<file path="src/rtl/huff_table_builder_if.sv">
// Code-length buffer read port and code table write port of the canonical Huffman builder.
interface huff_table_builder_if;
  logic [8:0]  buff_raddr;
  logic        buff_ren;
  logic [4:0]  buff_rdata;
  logic [8:0]  code_waddr;
  logic [18:0] code_wdata;
  logic        code_winc;

  modport master (
    output buff_raddr,
    output buff_ren,
    input  buff_rdata,
    output code_waddr,
    output code_wdata,
    output code_winc
  );

  modport slave (
    input  buff_raddr,
    input  buff_ren,
    output buff_rdata,
    input  code_waddr,
    input  code_wdata,
    input  code_winc
  );
endinterface

</file>
<file path="src/rtl/huff_table_builder.sv">
// Canonical Huffman code generator: counts code lengths, derives next_code[] with a Kraft
// check, then writes one {len, code} entry per symbol into the code table.
module huff_table_builder #(
  parameter int unsigned NumSym = 45
) (
  input  logic                        clk_i,
  input  logic                        rst_ni,
  input  logic                        start_i,
  huff_table_builder_if.master        bus,
  output logic                        busy_o,
  output logic                        done_o,
  output logic                        err_o
);

  localparam logic [8:0] LastSym = 9'(NumSym);

  typedef enum logic [2:0] {StIdle, StCount, StNext, StAssign, StDone} state_e;

  state_e             state_q, state_d;
  logic [8:0]         cnt_q, cnt_d;
  logic               rd_valid_q;
  logic               bad_q, bad_d;
  logic [8:0]         bl_count_q [16];
  logic [8:0]         bl_count_d [16];
  logic [14:0]        next_code_q [16];
  logic [14:0]        next_code_d [16];
  logic signed [16:0] left_q, left_d, left_calc;

  logic [8:0]  buff_raddr;
  logic        buff_ren;
  logic [8:0]  code_waddr;
  logic [18:0] code_wdata;
  logic        code_winc;
  logic [4:0]  len;
  logic [3:0]  len_idx;
  logic [3:0]  idx;
  logic [3:0]  prev_idx;
  logic [8:0]  bl_prev;

  assign len      = bus.buff_rdata;
  assign len_idx  = len[3:0];
  assign idx      = cnt_q[3:0];
  assign prev_idx = idx - 4'd1;
  // bl_count[0] never contributes to next_code[1]
  assign bl_prev  = (prev_idx == 4'd0) ? 9'd0 : bl_count_q[prev_idx];

  always_comb begin
    state_d     = state_q;
    cnt_d       = cnt_q;
    bad_d       = bad_q;
    bl_count_d  = bl_count_q;
    next_code_d = next_code_q;
    left_d      = left_q;
    left_calc   = (left_q <<< 1) - $signed({8'd0, bl_count_q[idx]});
    buff_ren    = 1'b0;
    buff_raddr  = 9'd0;
    code_winc   = 1'b0;
    code_waddr  = 9'd0;
    code_wdata  = 19'd0;
    done_o      = 1'b0;
    err_o       = 1'b0;

    unique case (state_q)
      StIdle: begin
        if (start_i) begin
          state_d = StCount;
          cnt_d   = 9'd0;
          for (int i = 0; i < 16; i++) begin
            bl_count_d[i] = 9'd0;
          end
        end
      end

      StCount: begin
        if (cnt_q < LastSym) begin
          buff_ren   = 1'b1;
          buff_raddr = cnt_q;
        end
        if (rd_valid_q) begin
          if (len[4]) begin
            bad_d = 1'b1;
          end else if (len_idx != 4'd0) begin
            bl_count_d[len_idx] = bl_count_q[len_idx] + 9'd1;
          end
        end
        if (cnt_q == LastSym) begin
          state_d = StNext;
          cnt_d   = 9'd1;
          left_d  = 17'sd1;
        end else begin
          cnt_d = cnt_q + 9'd1;
        end
      end

      StNext: begin
        next_code_d[idx] = (next_code_q[prev_idx] + {6'd0, bl_prev}) << 1;
        left_d = left_calc;
        if (left_calc < 0) begin
          bad_d = 1'b1;
        end
        if (idx == 4'd15) begin
          cnt_d   = 9'd0;
          state_d = (bad_q || (left_calc < 0)) ? StDone : StAssign;
        end else begin
          cnt_d = cnt_q + 9'd1;
        end
      end

      StAssign: begin
        if (cnt_q < LastSym) begin
          buff_ren   = 1'b1;
          buff_raddr = cnt_q;
        end
        if (rd_valid_q) begin
          code_winc  = 1'b1;
          code_waddr = cnt_q - 9'd1;
          if (len_idx != 4'd0) begin
            code_wdata           = {len_idx, next_code_q[len_idx]};
            next_code_d[len_idx] = next_code_q[len_idx] + 15'd1;
          end
        end
        if (cnt_q == LastSym) begin
          state_d = StDone;
        end else begin
          cnt_d = cnt_q + 9'd1;
        end
      end

      StDone: begin
        done_o  = 1'b1;
        err_o   = bad_q;
        bad_d   = 1'b0;
        state_d = StIdle;
      end

      default: state_d = StIdle;
    endcase
  end

  assign busy_o         = (state_q != StIdle);
  assign bus.buff_ren   = buff_ren;
  assign bus.buff_raddr = buff_raddr;
  assign bus.code_winc  = code_winc;
  assign bus.code_waddr = code_waddr;
  assign bus.code_wdata = code_wdata;

  always_ff @(posedge clk_i or negedge rst_ni) begin
    if (!rst_ni) begin
      state_q    <= StIdle;
      cnt_q      <= 9'd0;
      rd_valid_q <= 1'b0;
      bad_q      <= 1'b0;
      left_q     <= 17'sd0;
      for (int i = 0; i < 16; i++) begin
        bl_count_q[i]  <= 9'd0;
        next_code_q[i] <= 15'd0;
      end
    end else begin
      state_q     <= state_d;
      cnt_q       <= cnt_d;
      rd_valid_q  <= buff_ren;
      bad_q       <= bad_d;
      left_q      <= left_d;
      bl_count_q  <= bl_count_d;
      next_code_q <= next_code_d;
    end
  end

endmodule

</file>
<file path="src/flat_wrapper.sv">
// flat-port wrapper written by rule: the top's interface ports become plain ports
module huff_table_builder_flat 
#(
  parameter int unsigned NumSym = 45
)
  (clk_i, rst_ni, start_i, busy_o, done_o, err_o, bus_buff_raddr, bus_buff_ren, bus_buff_rdata, bus_code_waddr, bus_code_wdata, bus_code_winc);
  huff_table_builder_if bus_i ();
  input  logic clk_i;
  input  logic rst_ni;
  input  logic start_i;
  output logic busy_o;
  output logic done_o;
  output logic err_o;
  output wire logic [$bits(bus_i.buff_raddr)-1:0] bus_buff_raddr;
  output wire logic [$bits(bus_i.buff_ren)-1:0] bus_buff_ren;
  input wire logic [$bits(bus_i.buff_rdata)-1:0] bus_buff_rdata;
  output wire logic [$bits(bus_i.code_waddr)-1:0] bus_code_waddr;
  output wire logic [$bits(bus_i.code_wdata)-1:0] bus_code_wdata;
  output wire logic [$bits(bus_i.code_winc)-1:0] bus_code_winc;
  assign bus_buff_raddr = bus_i.buff_raddr;
  assign bus_buff_ren = bus_i.buff_ren;
  assign bus_i.buff_rdata = bus_buff_rdata;
  assign bus_code_waddr = bus_i.code_waddr;
  assign bus_code_wdata = bus_i.code_wdata;
  assign bus_code_winc = bus_i.code_winc;
  huff_table_builder #(.NumSym(NumSym)) u_core (.clk_i(clk_i), .rst_ni(rst_ni), .start_i(start_i), .bus(bus_i), .busy_o(busy_o), .done_o(done_o), .err_o(err_o));
endmodule
</file>
<file path="config.mk">
export PLATFORM = sky130hd
export DESIGN_NAME = huff_table_builder_flat
export DESIGN_NICKNAME = d
export VERILOG_FILES = /design/src/rtl/huff_table_builder_if.sv /design/src/rtl/huff_table_builder.sv /design/src/flat_wrapper.sv
export SDC_FILE = /design/constraint.sdc
export NUM_CORES = 1
export LEC_CHECK = 0
export CELL_PAD_IN_SITES_DETAIL_PLACEMENT = 0
export CELL_PAD_IN_SITES_GLOBAL_PLACEMENT = 1
export CORE_UTILIZATION = 40
export DETAILED_ROUTE_END_ITERATION = 16
export HOLD_SLACK_MARGIN = 0.03
export PLACE_DENSITY_LB_ADDON = 0.1
export SLEW_MARGIN = 10
export SYNTH_ARGS = -nofsm -noshare
export SYNTH_HDL_FRONTEND = slang
export SYNTH_SLANG_ARGS = --single-unit
</file>
<file path="constraint.sdc">
create_clock -name clk_i -period 19.2 [get_ports clk_i]
set_clock_uncertainty 0.1 [all_clocks]
set_input_delay 3.84 -clock clk_i [delete_from_list [all_inputs] [get_ports clk_i]]
set_output_delay 3.84 -clock clk_i [all_outputs]
set_load 0.005 [all_outputs]
</file>
## Word-level counts from Yosys, hierarchy flattened

Index checks and enable logic that the tools add are counted.

- Add/sub/neg operators: 7
- Order comparisons: 7
- Eq/ne operators: 18
- Muxes and demuxes: 63
- Bitwise operators: 3
- Reduce and logical (&&, ||, !) cells: 19

Operators by type and width:

| cell | count |
|---|---|
| 144-bit two-way mux | 4 |
| 240-bit bitwise mux | 2 |
| 240-bit two-way mux | 2 |
| 240-bit case mux with 2 select lines | 1 |
| 144-bit case mux with 2 select lines | 1 |
| 144-bit bitwise mux | 1 |
| 9-bit two-way mux | 16 |
| 15-bit binary-select mux with 4-bit select | 2 |
| 15-bit demux with 4-bit select | 2 |
| 9-bit binary-select mux with 4-bit select | 3 |
| 15-bit two-way mux | 4 |
| 19-bit two-way mux | 3 |
| 9-bit demux with 4-bit select | 1 |
| 9-bit case mux with 4 select lines | 1 |
| 16-bit case mux with 2 select lines | 1 |
| 14-bit two-way mux | 2 |
| 9-bit by 1-bit adder with 9-bit output, second input constant | 2 |
| 17-bit by 1-bit < comparator with 1-bit output, second input constant | 1 |
| 17-bit by 10-bit subtractor with 17-bit output | 1 |
| 16-bit two-way mux | 1 |
| 2-bit by 1-bit != test with 1-bit output, second input constant | 8 |
| 15-bit by 1-bit adder with 15-bit output, second input constant | 1 |
| 5-bit >= comparator, second input constant | 3 |
| 3-bit two-way mux | 5 |
| 27 further kinds | 49 |

- Register bits: 414
- Bits of input ports: 8
- Logic and storage cells: 154

## Longest topological paths before layout

- Depth in word-level cells: 10
- Depth in mapped cells: 29
- Mapped depth without buffers: 19

## Worst setup path after synthesis

Ideal clock, no wire load.

- Path type: input -> output
- Start: in bus_buff_rdata[1]
- End: out bus_code_wdata[14]
- Arrival time: 5.734 ns
- Required time: 15.260 ns
- Setup slack: 9.526 ns
- Cell stages on the path: 9
- Cell sequence: buf_6 buf_6 buf_6 buf_6 buf_4 buf_4 mux4_2 mux4_2 and3_1

- Longest elaborated chain between the ends: 7

Ends and longest elaborated chain:

| what | RTL line | text |
|---|---|---|
| start: declaration | flat_wrapper.sv:16 | `input wire logic [$bits(bus_i.buff_rdata)-1:0] bus_buff_rdata;` |
| 4-bit inverter with 5-bit output (implied by the code) | huff_table_builder.sv:118 | `code_wdata = {len_idx, next_code_q[len_idx]};` |
| 15-bit binary-select mux with 4-bit select | huff_table_builder.sv:118 |  |
| 15-bit two-way mux (implied by the code) (2 in series) | huff_table_builder.sv:118 |  |
| 19-bit two-way mux * | huff_table_builder.sv:117 | `if (len_idx != 4'd0) begin` |
| 19-bit two-way mux * | huff_table_builder.sv:114 | `if (rd_valid_q) begin` |
| 19-bit two-way mux * | huff_table_builder.sv:63 | `unique case (state_q)` |
| end: declaration | flat_wrapper.sv:18 | `output wire logic [$bits(bus_i.code_wdata)-1:0] bus_code_wdata;` |

Mark *: on every way between the ends. The rest lies on a longest branch, timed or not. The select of a mux whose other input is x is not followed.

## Worst setup path in the final report

- Start: in bus_buff_rdata[2]
- End: out bus_code_wdata[8]

The elaborated chain is that of the path after synthesis.

==> metrics <==
status=complete, no violations; cells after synthesis=approximately 2,300; CP max stage cell=and2_1; initial antenna violation count=2; Post-Syn Area=25,210 um2; multi-input logic area=13,920 um2; gr ovfl total=0; Hold Fails Final Rpt=0; nets=2,314; delay-heaviest family, CP=buffers and inverters; CTS Root Cell=clkbuf_16; register bit total from synthesis=about 410; VDD IR max=approximately 120 uV; worst-margin pin slew=1296 ps; post-DP HPWL=69,440 um; DRT iter0 DRCs=2,643; Slew HR=13.32%; Vert. Die Dim=~250 um; Clock power frac=around a quarter; fmax=91.68 MHz; via count=~21,000; placer congestion estimate=0.9230; worst-path fanout max=23; chip width=roughly 250 um; P_sw=1.823 mW; CP Class=in2out; FP Rows=91; startpoint types=input pin; end-of-flow core utilization=45.29%; Bufs and invs on worst path=4; power share of the combinational group=between 40% and 50%; worst path required time=15,260 ps; DRT Pass-1 Iters=8; layout cells sized above 1=between 15 and 20%; Post-synth EDFFs=0; postcts setup bufs=0; Layout Cells excl Fill=around 3,200; vias in the first global route=21,300; Die Area=64,040 um2; CTS Buf Count=49; Setup TNS Final=0 ps; Final ANT Viol Nets=0; Storage cell area=between 10,000 and 15,000 um2; DR DRC count=0; Worst-Skew Late Latency=630 ps; Power Internal=2.216 mW; Final Max Tran Viols=0; crit path DAT=6970 ps; Hold Startpoint=u_core.left_q[1]; commonest non-fill, non-tap cell in the layout=dfrtp_1; Core Area=61,940 um2; most frequent cells in the layout=dfrtp_1 (413), nand2_1 (383), o21ai_0 (259); CP Capture Type=primary output; fraction of the cycle the final worst path needs=56.81%; register area share after synthesis=41.09%; Setup violations, final=0; DR WL met2=a little under 50,000 um; fin crit period=10,910 ps; reg2reg start=u_core.cnt_q[0]; Inst Count DP=between 3,000 and 4,000; Synth Flop Type=dfrtp_1; CTS H-Tree Depth=2; CP Cell Sequence=clkdlybuf4s50_1 -> buf_4 -> and2_1 -> a22oi_1 -> nand2_1 -> inv_1 -> nor2_1 -> clkdlybuf4s50_1; Leak Pwr=11.42 nW; max cap viols=0; power share of the sequential group=a little over a quarter; Antenna Cells=0; Met1 Routed Length=41,240 um; # port buffers=46; I/O pin cnt=50; Most Frequent Cell on Critical Path=clkdlybuf4s50_1; CTS-repair resized insts=0; hold bufs inserted after CTS=0; Crit path largest cell delay=930 ps; total wire length=105,300 um; Top Layer Used=met5; Area Growth Syn to Fin=11.27%; dpl ws=8339 ps; unrepaired setup endpoints after global routing=no; Synth cell types=69; Longest Clk Path Bufs=3; mean post-synth cell area=11.01 um2; sw frac=45.14%; synthesis warning total=0; DR vias/cell=6.803; first-pass GRT wire length=153,000 um; Pwr Total=roughly 4.0 mW; hold crit path type=reg2reg; WL per Instance=33.40 um; met3 WL post-DR=8355 um; CTS tree=yes; largest net degree at the start of global routing=about 100; CP Launch Point=bus_buff_rdata[2]; asr flop ratio synth=100.0%; aggregate global-route resource usage=33.44%; clock sink count=slightly above 400; Filler cells=around 6,000; PD cells=between 100 and 150 nW/um2; Clk pin slew, worst setup/hold paths=60 ps; worst setup margin=between 8000 and 9000 ps; Initial Utilization=40.71%
[power groups by stage]
stage	registers [mW]	clock network, mW	logic, mW
final	1.10	0.967	1.97
after floorplan	1.05	0	1.31
after detailed placement	1.11	0	1.94
after global routing	1.11	1.02	2.09
after CTS	1.10	0.982	1.95
after global placement	1.11	0	1.93
[cells in the mapped netlist, drive strengths merged (2+ instances only)]
| master | number | area, um2 |
|---|---|---|
| dfrtp | 414 | 10360 |
| nand2 | 384 | 1444 |
| o21ai | 272 | 1361 |
| mux4 | 232 | 5319 |
| nor2 | 125 | 471.7 |
| a22oi | 124 | 930.9 |
| o221ai | 109 | 954.7 |
| clkbuf | 104 | 390.4 |
| buf | 78 | 554.3 |
| nand3 | 42 | 210.2 |
| a21oi | 38 | 193.9 |
| mux2i | 35 | 350.3 |
| nor3 | 32 | 170.2 |
| a22o | 30 | 262.8 |
| xnor2 | 27 | 244.0 |
| ha | 26 | 325.3 |
| inv | 25 | 93.84 |
| nor2b | 24 | 150.1 |
| xor2 | 24 | 217.7 |
| and3 | 22 | 137.6 |
| a221oi | 16 | 200.2 |
| and2 | 13 | 83.83 |
| a31oi | 11 | 68.82 |
| nand2b | 11 | 68.82 |
| mux2 | 10 | 112.6 |
| a32o | 8 | 80.08 |
| a211oi | 6 | 55.05 |
| o21a | 6 | 45.04 |
| o31ai | 6 | 45.04 |
| nand4 | 4 | 25.02 |
| or3 | 4 | 25.02 |
| a221o | 3 | 30.03 |
| o22ai | 3 | 18.77 |
| a21boi | 2 | 15.01 |
| a21o | 2 | 15.01 |
| a32oi | 2 | 17.52 |
| fa | 2 | 40.04 |
| nor3b | 2 | 20.02 |
| o41ai | 2 | 17.52 |
[worst register-to-register path: cells and delay by family, from the launching register on]
kind,cells,cell delay [ps]
fa+ha+maj,2,1090
simple gates,2,450
compound gates,7,1720
flops,1,820
xor+xnor,1,950
buf+inv,2,1120
mux,2,1030
[layer usage]
metal | global-route usage, % | up-vias
met5 | 0 | -
met4 | 18.93 | 2
met3 | 6.600 | 298
met2 | 52.52 | 1197
met1 | 43.25 | 11180
li1 | - | 8779
[cells by family after synthesis]
group / synth area share (%)
and+or+nand+nor: 11.28
xor gates and xnor gates: 1.831
other: 0.01487
adders and majority gates: 1.449
muxes: 22.93
AOI/OAI and AO/OA: 17.26
buffers and inverters: 4.134
DFF: 41.09
[metrics by stage]
step	area [um2]	hold WS (ps)
3_5_place_dp	26390	381.3
3_3_place_gp	26390	372.9
5_1_grt	28050	420.7
6_report	28050	391.9
2_1_floorplan	25220	354.5
4_1_cts	28010	394.8
[flip-flops by register name (all words and copies together) (netlist names)]
name and count:
u_core.next_code_q 240, u_core.bl_count_q 144, u_core.left_q 16, u_core.cnt_q 9, u_core.state_q 3, u_core.bad_q 1, u_core.rd_valid_q 1
[path summary, 6_finish.rpt]
| kind | to | slack (ps) | depth (start not counted) |
|---|---|---|---|
| setup / recovery | bus_code_wdata[8] | 8290 | 8 |
| hold / removal | u_core.left_q[1] | 390 | 2 |
| setup reg to reg | u_core.next_code_q[119] | 11860 | 16 |
| hold reg to reg | u_core.left_q[1] | 390 | 2 |
| max in group asynchronous | u_core.next_code_q[213] | 13540 | 3 |
| min in group asynchronous | u_core.bl_count_q[34] | 3200 | 1 |
[final cells by class]
cell class                 count  area share, %
tap                          837          3.733
clock inverter                17         0.6199
multi-input combinational   1671          49.61
inverter                      26         0.3479
timing repair buffer         116          3.568
sequential                   414          36.94
clock buffer                  72          5.178
Power figures use the tool's default switching activity.
